--- src/rtl/piso_seq_feeder_pkg.sv ---
// Shared definitions for the serial feeder of the 111/101 sequence detector:
// FSM state encodings and the default word width.
package piso_seq_feeder_pkg;

  localparam int unsigned DEFAULT_WIDTH = 8;

  localparam logic [0:0] ST_IDLE  = 1'b0;
  localparam logic [0:0] ST_SHIFT = 1'b1;

endpackage

--- src/rtl/piso_seq_feeder.sv ---
// Parallel-in/serial-out feeder: takes WIDTH-bit words over valid/ready and
// streams them one bit per clock, back-to-back words with no idle bubble.
module piso_seq_feeder
  import piso_seq_feeder_pkg::*;
#(
  parameter int unsigned WIDTH     = DEFAULT_WIDTH,
  parameter bit          MSB_FIRST = 1'b1,
  parameter bit          IDLE_BIT  = 1'b0
) (
  input  logic             clk,
  input  logic             rst,
  input  logic [WIDTH-1:0] din,
  input  logic             din_valid,
  output logic             din_ready,
  output logic             sout,
  output logic             sout_valid,
  output logic             busy
);

  localparam int unsigned CW = $clog2(WIDTH);
  localparam logic [CW-1:0] CNT_LAST = CW'(WIDTH - 1);

  // Handshake: a word transfers at a rising edge where din_valid & din_ready.
  // din_ready depends on registers only, so there is no path from din_valid.

  logic [0:0]       state_q, state_d;
  logic [WIDTH-1:0] shreg_q, shreg_d;
  logic [CW-1:0]    cnt_q,   cnt_d;
  logic             xfer;
  logic [WIDTH-1:0] shifted;
  logic             out_end;

  assign xfer = din_valid & din_ready;

  // The vacated end is filled with IDLE_BIT; it never reaches sout while valid.
  always_comb begin
    shifted = shreg_q;
    if (MSB_FIRST) begin
      shifted = {shreg_q[WIDTH-2:0], IDLE_BIT};
    end else begin
      shifted = {IDLE_BIT, shreg_q[WIDTH-1:1]};
    end
  end

  always_comb begin
    state_d = state_q;
    shreg_d = shreg_q;
    cnt_d   = cnt_q;
    case (state_q)
      ST_IDLE: begin
        if (xfer) begin
          shreg_d = din;
          cnt_d   = CNT_LAST;
          state_d = ST_SHIFT;
        end
      end
      ST_SHIFT: begin
        shreg_d = shifted;
        if (cnt_q != '0) begin
          cnt_d = cnt_q - 1'b1;
        end else if (xfer) begin
          // Reload on the last-bit cycle keeps the stream contiguous.
          shreg_d = din;
          cnt_d   = CNT_LAST;
        end else begin
          state_d = ST_IDLE;
        end
      end
      default: begin
        state_d = ST_IDLE;
        cnt_d   = '0;
      end
    endcase
  end

  always_ff @(posedge clk) begin
    if (!rst) begin
      state_q <= ST_IDLE;
      shreg_q <= '0;
      cnt_q   <= '0;
    end else begin
      state_q <= state_d;
      shreg_q <= shreg_d;
      cnt_q   <= cnt_d;
    end
  end

  assign out_end    = MSB_FIRST ? shreg_q[WIDTH-1] : shreg_q[0];
  assign sout_valid = (state_q == ST_SHIFT);
  assign busy       = (state_q == ST_SHIFT);
  assign sout       = sout_valid ? out_end : IDLE_BIT;
  assign din_ready  = (state_q == ST_IDLE) | (cnt_q == '0);

endmodule

--- config.mk ---
export PLATFORM = sky130hd
export DESIGN_NAME = piso_seq_feeder
export DESIGN_NICKNAME = d
export VERILOG_FILES = /design/src/rtl/piso_seq_feeder_pkg.sv /design/src/rtl/piso_seq_feeder.sv
export SDC_FILE = /design/constraint.sdc
export NUM_CORES = 1
export LEC_CHECK = 0
export BUFFER_PORTS_ARGS = -buffer_cell sky130_fd_sc_hd__buf_2
export CAP_MARGIN = 10
export CELL_PAD_IN_SITES_DETAIL_PLACEMENT = 2
export CELL_PAD_IN_SITES_GLOBAL_PLACEMENT = 2
export CORE_UTILIZATION = 29
export CTS_CLUSTER_SIZE = 40
export DETAILED_ROUTE_END_ITERATION = 10
export PLACE_DENSITY = 0.75
export SLEW_MARGIN = 0
export SYNTH_ARGS = -nofsm -noshare
export SYNTH_HDL_FRONTEND = slang
export SYNTH_SLANG_ARGS = --single-unit
export TNS_END_PERCENT = 30
--- constraint.sdc ---
create_clock -name clk -period 2.23 [get_ports clk]
set_clock_uncertainty 0.2 [all_clocks]
set_input_delay 0.223 -clock clk [delete_from_list [all_inputs] [get_ports clk]]
set_output_delay 0.223 -clock clk [all_outputs]
set_load 0.005 [all_outputs]
==> metrics.md, run 1 <==
| Metric | Value |
|---|---|
| Gr usage total | 15.89% |
| Chip Width | 47.41 um |
| Placed cells | 99 |
| Max-cap viol count | 0 |
| Filler Cell Count | 230 |
| Area Growth Syn to Fin | 28.66% |
| Synth top cells by count | dfxtp_1, and2_1, a221o_1 |
| H-tree depth | 1 |
| Drt wl/cell | 13.63 um |
| Setup_tns | 0 ns |
| Most frequent cell after synthesis | dfxtp_1 |
| Routability cong. | 0.6646 |
| Post-synth net total | 75 |
| Worst slew pin tran | 0.4997 ns |
| Clock root cell | clkbuf_4 |
| Die Area | 0.002248 mm2 |
| ANT cells | 0 |
| Maximum VDD drop | 0.3028 mV |
| Required time worst endpoint | 1.81 ns |
| Max_slew headroom | 66.64% |
| Reg2Reg Launch Point | cnt_q[0] |
| Syn Area/Cell | 9.646 um2 |
| First-pass GRT wire length | 2311 um |
| Setup CP Type | reg2out |
| Hold depth | 2 |
| Setup crit start kind | register |
| Syn. warnings | 0 |
| ANT nets after route | 0 |
| Final Setup Violations | 0 |
| I/O pins | 15 |
| Final wirelength | 1486 um |
| Max Buffers Root-to-Sink | 2 |
| Top-area cell type share of the netlist area | 40.17% |
| Cell area after layout | 769.5 um2 |
| Crit. End Element | output pin |
| Number of synthesized flops with an enable pin | 0 |
| M1 WL | 610 um |
| HP Class | in2reg |
| Distinct cell type count of the synthesized netlist | 27 |
| Hold_ws | 0.04576 ns |
| Max-slew violation count | 0 |
| Leakage | 0.3380 nW |
| Placed inst area | 673.1 um2 |
| Top cells by area, synth | dfxtp_1, a221o_1, and2_1, ha_1, a211oi_1 |
| Primary FF master, synth | dfxtp_1 |
| Crit path time final | 1.928 ns |
| PD cells | 678.4 mW/mm2 |
| Critical Path Fanout Max | 5 |
| Layout cell share with drive strength beyond 1 | 28.05% |
| Non-filler cells, final | 109 |
| Net count, final | 96 |
| Top routing layer used | met4 |
| Buffers on Ports | 14 |
| FF-to-FF setup slack | 0.59 ns |
| GRT overflow | 0 |
| Vias in the first global route | 541 |
| Worst-Skew Late Latency | 0.28 ns |
| First-pass iteration count of the detailed router | 2 |
| TritonCTS Sinks | 12 |
| Hold Path Origin | rst |
| RSZ-0062 raised after global routing | false |
| Post-detail-place hpwl | 1007 um |
| Post-synthesis instance total | 62 |
| FP Rows | 16 |
| Cell accounting for the most synthesized area | dfxtp_1 |
| Register area share after synthesis | 40.17% |
| Clk slew on worst S/H paths | 0.09 ns |
| Die height | 47.41 um |
| Crit path DAT | 1.50 ns |
| DR WL met2 | 780 um |
| Mapped Area | 598.1 um2 |
| Met3 WL | 65 um |
| Asr flop ratio synth | 0% |
| Part of the cycle the worst path needs | 86.45% |
| Cells on worst reg2reg path | 5 |
| # DRC | 0 |
| Register bit count reported by yosys | 12 |
| Starting density of the core | 30.80% |
| Core ar. | 0.001942 mm2 |
| Status | complete, no violations |
| Routed via count | 538 |
| Starting DRC count in detailed routing | 3 |
| Hold endpoint | cnt_q[1] |
| CTS tree | built |
| Antenna violations before repair | 0 |
| Vias per cell | 4.936 |
| Critical R2R Capture | shreg_q[2] |
| CTS Buf Count | 3 |
| Post CTS Setup Buffer Count | 0 |
| Largest net degree at the start of global routing | 16 |
| Max Clock Freq | 0.5187 GHz |
| Endpoints failing hold | 0 |
## stage by stage
step           setup slack (ns)  power [mW]  utilization (%)
2_1_floorplan            0.6593      0.3130                -
3_3_place_gp             0.6604      0.3362            34.66
3_5_place_dp             0.5894      0.3400            34.66
4_1_cts                  0.2707      0.5316            39.63
5_1_grt                  0.2068      0.5537            39.63
6_report                 0.3021      0.5220            39.63
## sequential cells by signal, indices dropped and copies added, names as in the netlist
name and count:
busy 1, cnt_q 3, shreg_q 8
## worst max path at each step
stage | depth (start not counted) | slack (ns) | startpoint | end
2_1_floorplan | 6 | 0.66 | cnt_q[0] | shreg_q[1]
3_3_place_gp | 5 | 0.66 | cnt_q[0] | shreg_q[3]
3_5_place_dp | 5 | 0.59 | cnt_q[0] | shreg_q[5]
4_1_cts | 6 | 0.27 | cnt_q[0] | din_ready
5_1_grt | 6 | 0.21 | cnt_q[0] | din_ready
6_report | 6 | 0.30 | cnt_q[0] | din_ready
## metal layers
metal  global-route usage [%]  vias to the layer above
met1                    16.17                      262
li1                         -                      262
met2                    27.40                       10
met3                    6.792                        4
met5                        0                        -
met4                    8.571                        0
## worst max-delay path, cell delays in order, from the launching register on
cell and delay (ns):
dfxtp_1 0.36, inv_1 0.08, ha_1 0.25, nand2b_2 0.14, and2_1 0.21, inv_1 0.06
buf_2 0.12
## final cells by class
cell class / count / area (um2) / area share (%)
timing repair buffer: 20 / 130.1 / 16.91
tap: 27 / 33.78 / 4.390
inverter: 4 / 15.01 / 1.951
multi-input combinational: 42 / 314.1 / 40.81
sequential: 12 / 240.2 / 31.22
clock buffer: 4 / 36.28 / 4.715
## where the power goes
part	switching (mW)	total (mW)	internal (mW)
registers	0.0157	0.248	0.233
logic	0.0432	0.0932	0.0500
clock network	0.0810	0.180	0.0994
total	0.140	0.522	0.382
## kinds of logic after synthesis
kind of cell / synth area share (%)
fa+ha+maj: 4.183
flops: 40.17
compound gates: 24.69
simple gates: 23.64
buf+inv: 7.322
## what timing repair did
action / CTS / global route
hold buffers: 6 / 0
hold endpoints to repair: 6 / 0
gates resized for setup: 0 / 0
## layout by cell type, fill, tap and decap left out, types with 2 or more instances in the layout
cell type,count
a211oi_1,3
a21oi_1,2
a221o_1,6
and2_1,8
buf_2,14
clkbuf_4,3
dfxtp_1,12
dlygate4sd3_1,6
ha_1,2
inv_1,4
nand2_1,3
nor2b_1,2
nor3_1,2
No activity file was read; power rests on OpenSTA's default activity.
==> run 2: changes to the inputs <==
--- a/config.mk
+++ b/config.mk
@@ -12,7 +12,7 @@
 export CORE_UTILIZATION = 29
 export CTS_CLUSTER_SIZE = 40
 export DETAILED_ROUTE_END_ITERATION = 10
-export PLACE_DENSITY = 0.75
+export PLACE_DENSITY = 0.84
 export SLEW_MARGIN = 0
 export SYNTH_ARGS = -nofsm -noshare
 export SYNTH_HDL_FRONTEND = slang
==> metrics.md, run 2 (synthesis gave the netlist of run 1 again) <==
| Metric | Value |
|---|---|
| Setup crit start kind | register |
| Tot Pwr | 0.5199 mW |
| Crit path to | din_ready |
| CTS tree | built |
| GRT overflow | 0 |
| Worst-Skew Late Latency | 0.28 ns |
| CP Buf/Inv Count | 3 |
| Cell area after layout | 769.5 um2 |
| TritonCTS Sinks | 12 |
| CP max stage cell | dfxtp_1 |
| Non-filler cells, final | 109 |
| Final Worst Setup Slack | 0.3164 ns |
| Buffers on Ports | 14 |
| Critical R2R Capture | shreg_q[2] |
| Routability cong. | 0.6672 |
| Post-detail-place hpwl | 1125 um |
| Layout cell share with drive strength beyond 1 | 28.05% |
| Drt wl/cell | 14.15 um |
| FP Rows | 16 |
| Placed inst area | 673.1 um2 |
| GR Util met3 | 5.660% |
| Net count, final | 96 |
| Fin util | 39.63% |
| CP startpoint | cnt_q[0] |
| Switching power | 0.1375 mW |
| Status | complete, no violations |
| Max Buffers Root-to-Sink | 2 |
| Antenna violations before repair | 0 |
| Max_slew headroom | 66.86% |
| Place WS | 0.5847 ns |
| Placed cells | 99 |
| Max Clock Freq | 0.5226 GHz |
| Maximum VDD drop | 0.4122 mV |
| CTS Buf Count | 3 |
| Vias in the first global route | 537 |
| Chip Width | 47.41 um |
| Hold_ws | 0.04523 ns |
| First-pass GRT wire length | 2380 um |
| Reg power frac | 47.9% |
| First-pass iteration count of the detailed router | 4 |
| Final wirelength | 1542 um |
| Critical Path Fanout Max | 5 |
| Starting DRC count in detailed routing | 4 |
| Vias per cell | 4.936 |
| Crit path DAT | 1.49 ns |
| Part of the cycle the worst path needs | 85.81% |
| Area Growth Syn to Fin | 28.66% |
| Most common cell after layout, fill and taps aside | buf_2 |
| CP dominant cell by count | inv_1 |
| Cells on worst reg2reg path | 5 |
| Reg2Reg Launch Point | cnt_q[0] |
| Leakage | 0.3380 nW |
| Starting density of the core | 30.80% |
| Max-cap viol count | 0 |
| Required time worst endpoint | 1.81 ns |
| # DRC | 0 |
| Switching share of power | 26.45% |
| Crit-path leading delay family | flip-flops |
| Most frequent cells in the layout | buf_2, dfxtp_1, and2_1, a221o_1, dlygate4sd3_1 |
| Worst slew pin tran | 0.4965 ns |
| Crit. End Element | output pin |
| Largest net degree at the start of global routing | 16 |
| CP Depth | 6 |
| ANT cells | 0 |
| Routed via count | 538 |
| Die height | 47.41 um |
| Clock power frac | 33.9% |
| Int Power | 0.3824 mW |
| Crit-path max cell delay | 0.37 ns |
| GRT Max-Usage Layer | met2 |
| PD cells | 675.6 mW/mm2 |
| Die Area | 0.002248 mm2 |
| Max-slew violation count | 0 |
| Endpoints failing hold | 0 |
| RSZ-0062 raised after global routing | false |
| Routing usage on met1 | 17.81% |
| Gate power share | 18.2% |
| Final Setup Violations | 0 |
| Clk slew on worst S/H paths | 0.08 ns |
| Crit path cell chain | inv_1 > ha_1 > nand2b_2 > and2_1 > inv_1 > buf_2 |
| Crit path time final | 1.914 ns |
| FF-to-FF setup slack | 0.57 ns |
| HP Class | in2reg |
| Setup CP Type | reg2out |
| Setup_tns | 0 ns |
| ANT nets after route | 0 |
| Largest register FFs | 8 |
| H-tree depth | 1 |
| Clock root cell | clkbuf_4 |
| Gr usage total | 15.20% |
| Core ar. | 0.001942 mm2 |
| Top reg by flops | shreg_q |
| Post CTS Setup Buffer Count | 0 |
| I/O pins | 15 |
| Met2 Resource Use GR | 27.12% |
[run 2: worst min-delay path by stage]
stage | from | end | slack, ns | cells past startpoint
final | rst | busy | 0.05 | 2
after floorplan | rst | busy | 0.14 | 1
after global placement | cnt_q[0] | cnt_q[0] | 0.25 | 1
after global routing | rst | busy | 0.05 | 2
after CTS | din[5] | shreg_q[5] | 0.004 | 2
after detailed placement | shreg_q[0] | shreg_q[0] | 0.25 | 2
[run 2: repair_timing]
action | 4_1_cts | 5_1_grt
resized for setup | 0 | 0
endpoints found under the hold margin | 5 | 1
hold buffers | 5 | 1
[run 2: worst register-to-register path: stages, from the launching register on]
cell,delay [ns]
dfxtp_1,0.37
inv_1,0.07
ha_1,0.25
nand2b_2,0.14
a21oi_2,0.12
a221o_1,0.40
[run 2: power by group through the flow]
stage,clock network (mW),registers [mW],logic (mW)
global placement,0,0.253,0.0827
finish,0.176,0.249,0.0948
detailed placement,0,0.254,0.0871
CTS,0.183,0.249,0.0956
floorplan,0,0.247,0.0663
global route,0.197,0.251,0.106
[run 2: area by class of cell]
cell class | instances | area, um2
multi-input combinational | 42 | 314.1
inverter | 4 | 15.01
tap | 27 | 33.78
clock buffer | 4 | 36.28
sequential | 12 | 240.2
fill | 234 | 1172
timing repair buffer | 20 | 130.1
[run 2: metal layers]
metal | part of all wire [%] | wire length (um) | vias to the layer above
li1 | - | - | 263
met1 | 46 | 705 | 264
met2 | 50 | 778 | 9
met3 | 3.1 | 48 | 2
met4 | 0.58 | 9 | 0
met5 | 0 | 0 | -
==> run 3: changes to the inputs <==
--- a/config.mk
+++ b/config.mk
@@ -12,7 +12,7 @@
 export CORE_UTILIZATION = 29
 export CTS_CLUSTER_SIZE = 40
 export DETAILED_ROUTE_END_ITERATION = 10
-export PLACE_DENSITY = 0.84
+export PLACE_DENSITY_LB_ADDON = 0.1
 export SLEW_MARGIN = 0
 export SYNTH_ARGS = -nofsm -noshare
 export SYNTH_HDL_FRONTEND = slang
==> metrics.md, run 3 (synthesis gave the netlist of run 1 again) <==
| Metric | Value |
|---|---|
| RSZ-0062 raised after global routing | false |
| HP Class | in2reg |
| Status | complete, no violations |
| Crit-path max cell delay | 0.36 ns |
| Max Clock Freq | 0.5244 GHz |
| Die height | 47.41 um |
| Core ar. | 0.001942 mm2 |
| Final wirelength | 1495 um |
| Worst slew pin tran | 0.3421 ns |
| ANT nets after route | 0 |
| Area Growth Syn to Fin | 29.92% |
| Most common cell after layout, fill and taps aside | buf_2 |
| Leakage | 0.3431 nW |
| FF-to-FF setup slack | 0.60 ns |
| PD cells | 673.6 mW/mm2 |
| Worst-Skew Late Latency | 0.27 ns |
| Hold depth | 2 |
| Layout cell share with drive strength beyond 1 | 28.92% |
| Endpoints failing hold | 0 |
| Most frequent cells in the layout | buf_2, dfxtp_1, and2_1, a221o_1, dlygate4sd3_1 |
| ANT cells | 0 |
| FP Rows | 16 |
| Max-slew violation count | 0 |
| Crit path cell chain | inv_1 > ha_1 > nand2b_2 > and2_1 > inv_1 > buf_2 |
| Die Area | 0.002248 mm2 |
| Final Setup Violations | 0 |
| H-tree depth | 1 |
| Starting DRC count in detailed routing | 11 |
| Critical Path Fanout Max | 5 |
| Max_slew headroom | 77.16% |
| Post-detail-place hpwl | 1043 um |
| Net count, final | 97 |
| Top reg by flops | shreg_q |
| Setup_tns | 0 ns |
| I/O pins | 15 |
| GRT overflow | 0 |
| Crit. End Element | output pin |
| Vias in the first global route | 491 |
| CP dominant cell by count | inv_1 |
| Routed via count | 541 |
| Starting density of the core | 30.80% |
| First-pass iteration count of the detailed router | 4 |
| Crit path time final | 1.907 ns |
| CTS Buf Count | 3 |
| Largest net degree at the start of global routing | 12 |
| Setup crit start kind | register |
| Clock root cell | clkbuf_4 |
| # DRC | 0 |
| Max Buffers Root-to-Sink | 2 |
| CTS tree | built |
| Setup CP Type | reg2out |
| Buffers on Ports | 14 |
| Maximum VDD drop | 0.2320 mV |
| Chip Width | 47.41 um |
| Tot Pwr | 0.5234 mW |
| First-pass GRT wire length | 2214 um |
| Vias per cell | 4.918 |
| Max-cap viol count | 0 |
| Drt wl/cell | 13.59 um |
| Routability cong. | 0.7014 |
| Crit path DAT | 1.48 ns |
| Gr usage total | 15.08% |
| Antenna violations before repair | 0 |
| Part of the cycle the worst path needs | 85.52% |
| Largest register FFs | 8 |
| CP max stage cell | dfxtp_1 |
| Cells on worst reg2reg path | 5 |
| Clk slew on worst S/H paths | 0.09 ns |
| Required time worst endpoint | 1.81 ns |
| TritonCTS Sinks | 12 |
-- run 3: path summary, 6_finish.rpt --
path                   start          to
setup / recovery    cnt_q[0]   din_ready
hold / removal           rst        busy
setup reg to reg    cnt_q[0]  shreg_q[2]
hold reg to reg   shreg_q[0]  shreg_q[0]
-- run 3: critical path: cells and delay by family, from the launching register on --
kind                     cells  cell delay [ns]
adder cells (fa/ha/maj)      1             0.24
buffers and inverters        3             0.24
flip-flops                   1             0.36
AND/OR/NAND/NOR              2             0.37
-- run 3: final cells by class --
cell class | instances | area [um2]
clock buffers | 4 | 36.28
fillers | 222 | 1165
inverters | 4 | 15.01
multi-input cells | 42 | 314.1
flip-flops and latches | 12 | 240.2
well taps | 27 | 33.78
repair buffers | 21 | 137.6
-- run 3: what timing repair did --
item                                   CTS  global route
hold buffers                             6             0
buffers inserted                         0             0
endpoints found under the hold margin    6             0
resized for setup                        0             0
-- run 3: where the power goes --
group | switching [mW] | total (mW) | internal (mW)
logic | 0.0466 | 0.0985 | 0.0519
registers | 0.0140 | 0.247 | 0.233
clock network | 0.0789 | 0.178 | 0.0992
-- run 3: per-layer routing --
metal | vias up | routed length (um) | GRT usage [%]
met1 | 265 | 732 | 19.77
met2 | 9 | 715 | 21.92
met4 | 0 | 13 | 10.29
met3 | 2 | 34 | 3.396
li1 | 265 | - | -
met5 | - | 0 | 0
-- run 3: through the flow --
stage | hold WS [ns] | std cells | worst slack [ns] | cell area (um2) | util [%]
final | 0.04798 | 110 | 0.3229 | 777.0 | 40.01
after detailed placement | 0.2535 | 100 | 0.6197 | 680.7 | 35.05
after global routing | 0.04252 | 110 | 0.2348 | 777.0 | 40.01
after floorplan | 0.1406 | 62 | 0.6593 | 598.1 | -
after CTS | 0.04200 | 110 | 0.2987 | 777.0 | 40.01
after global placement | 0.2528 | 100 | 0.6471 | 680.7 | 35.05
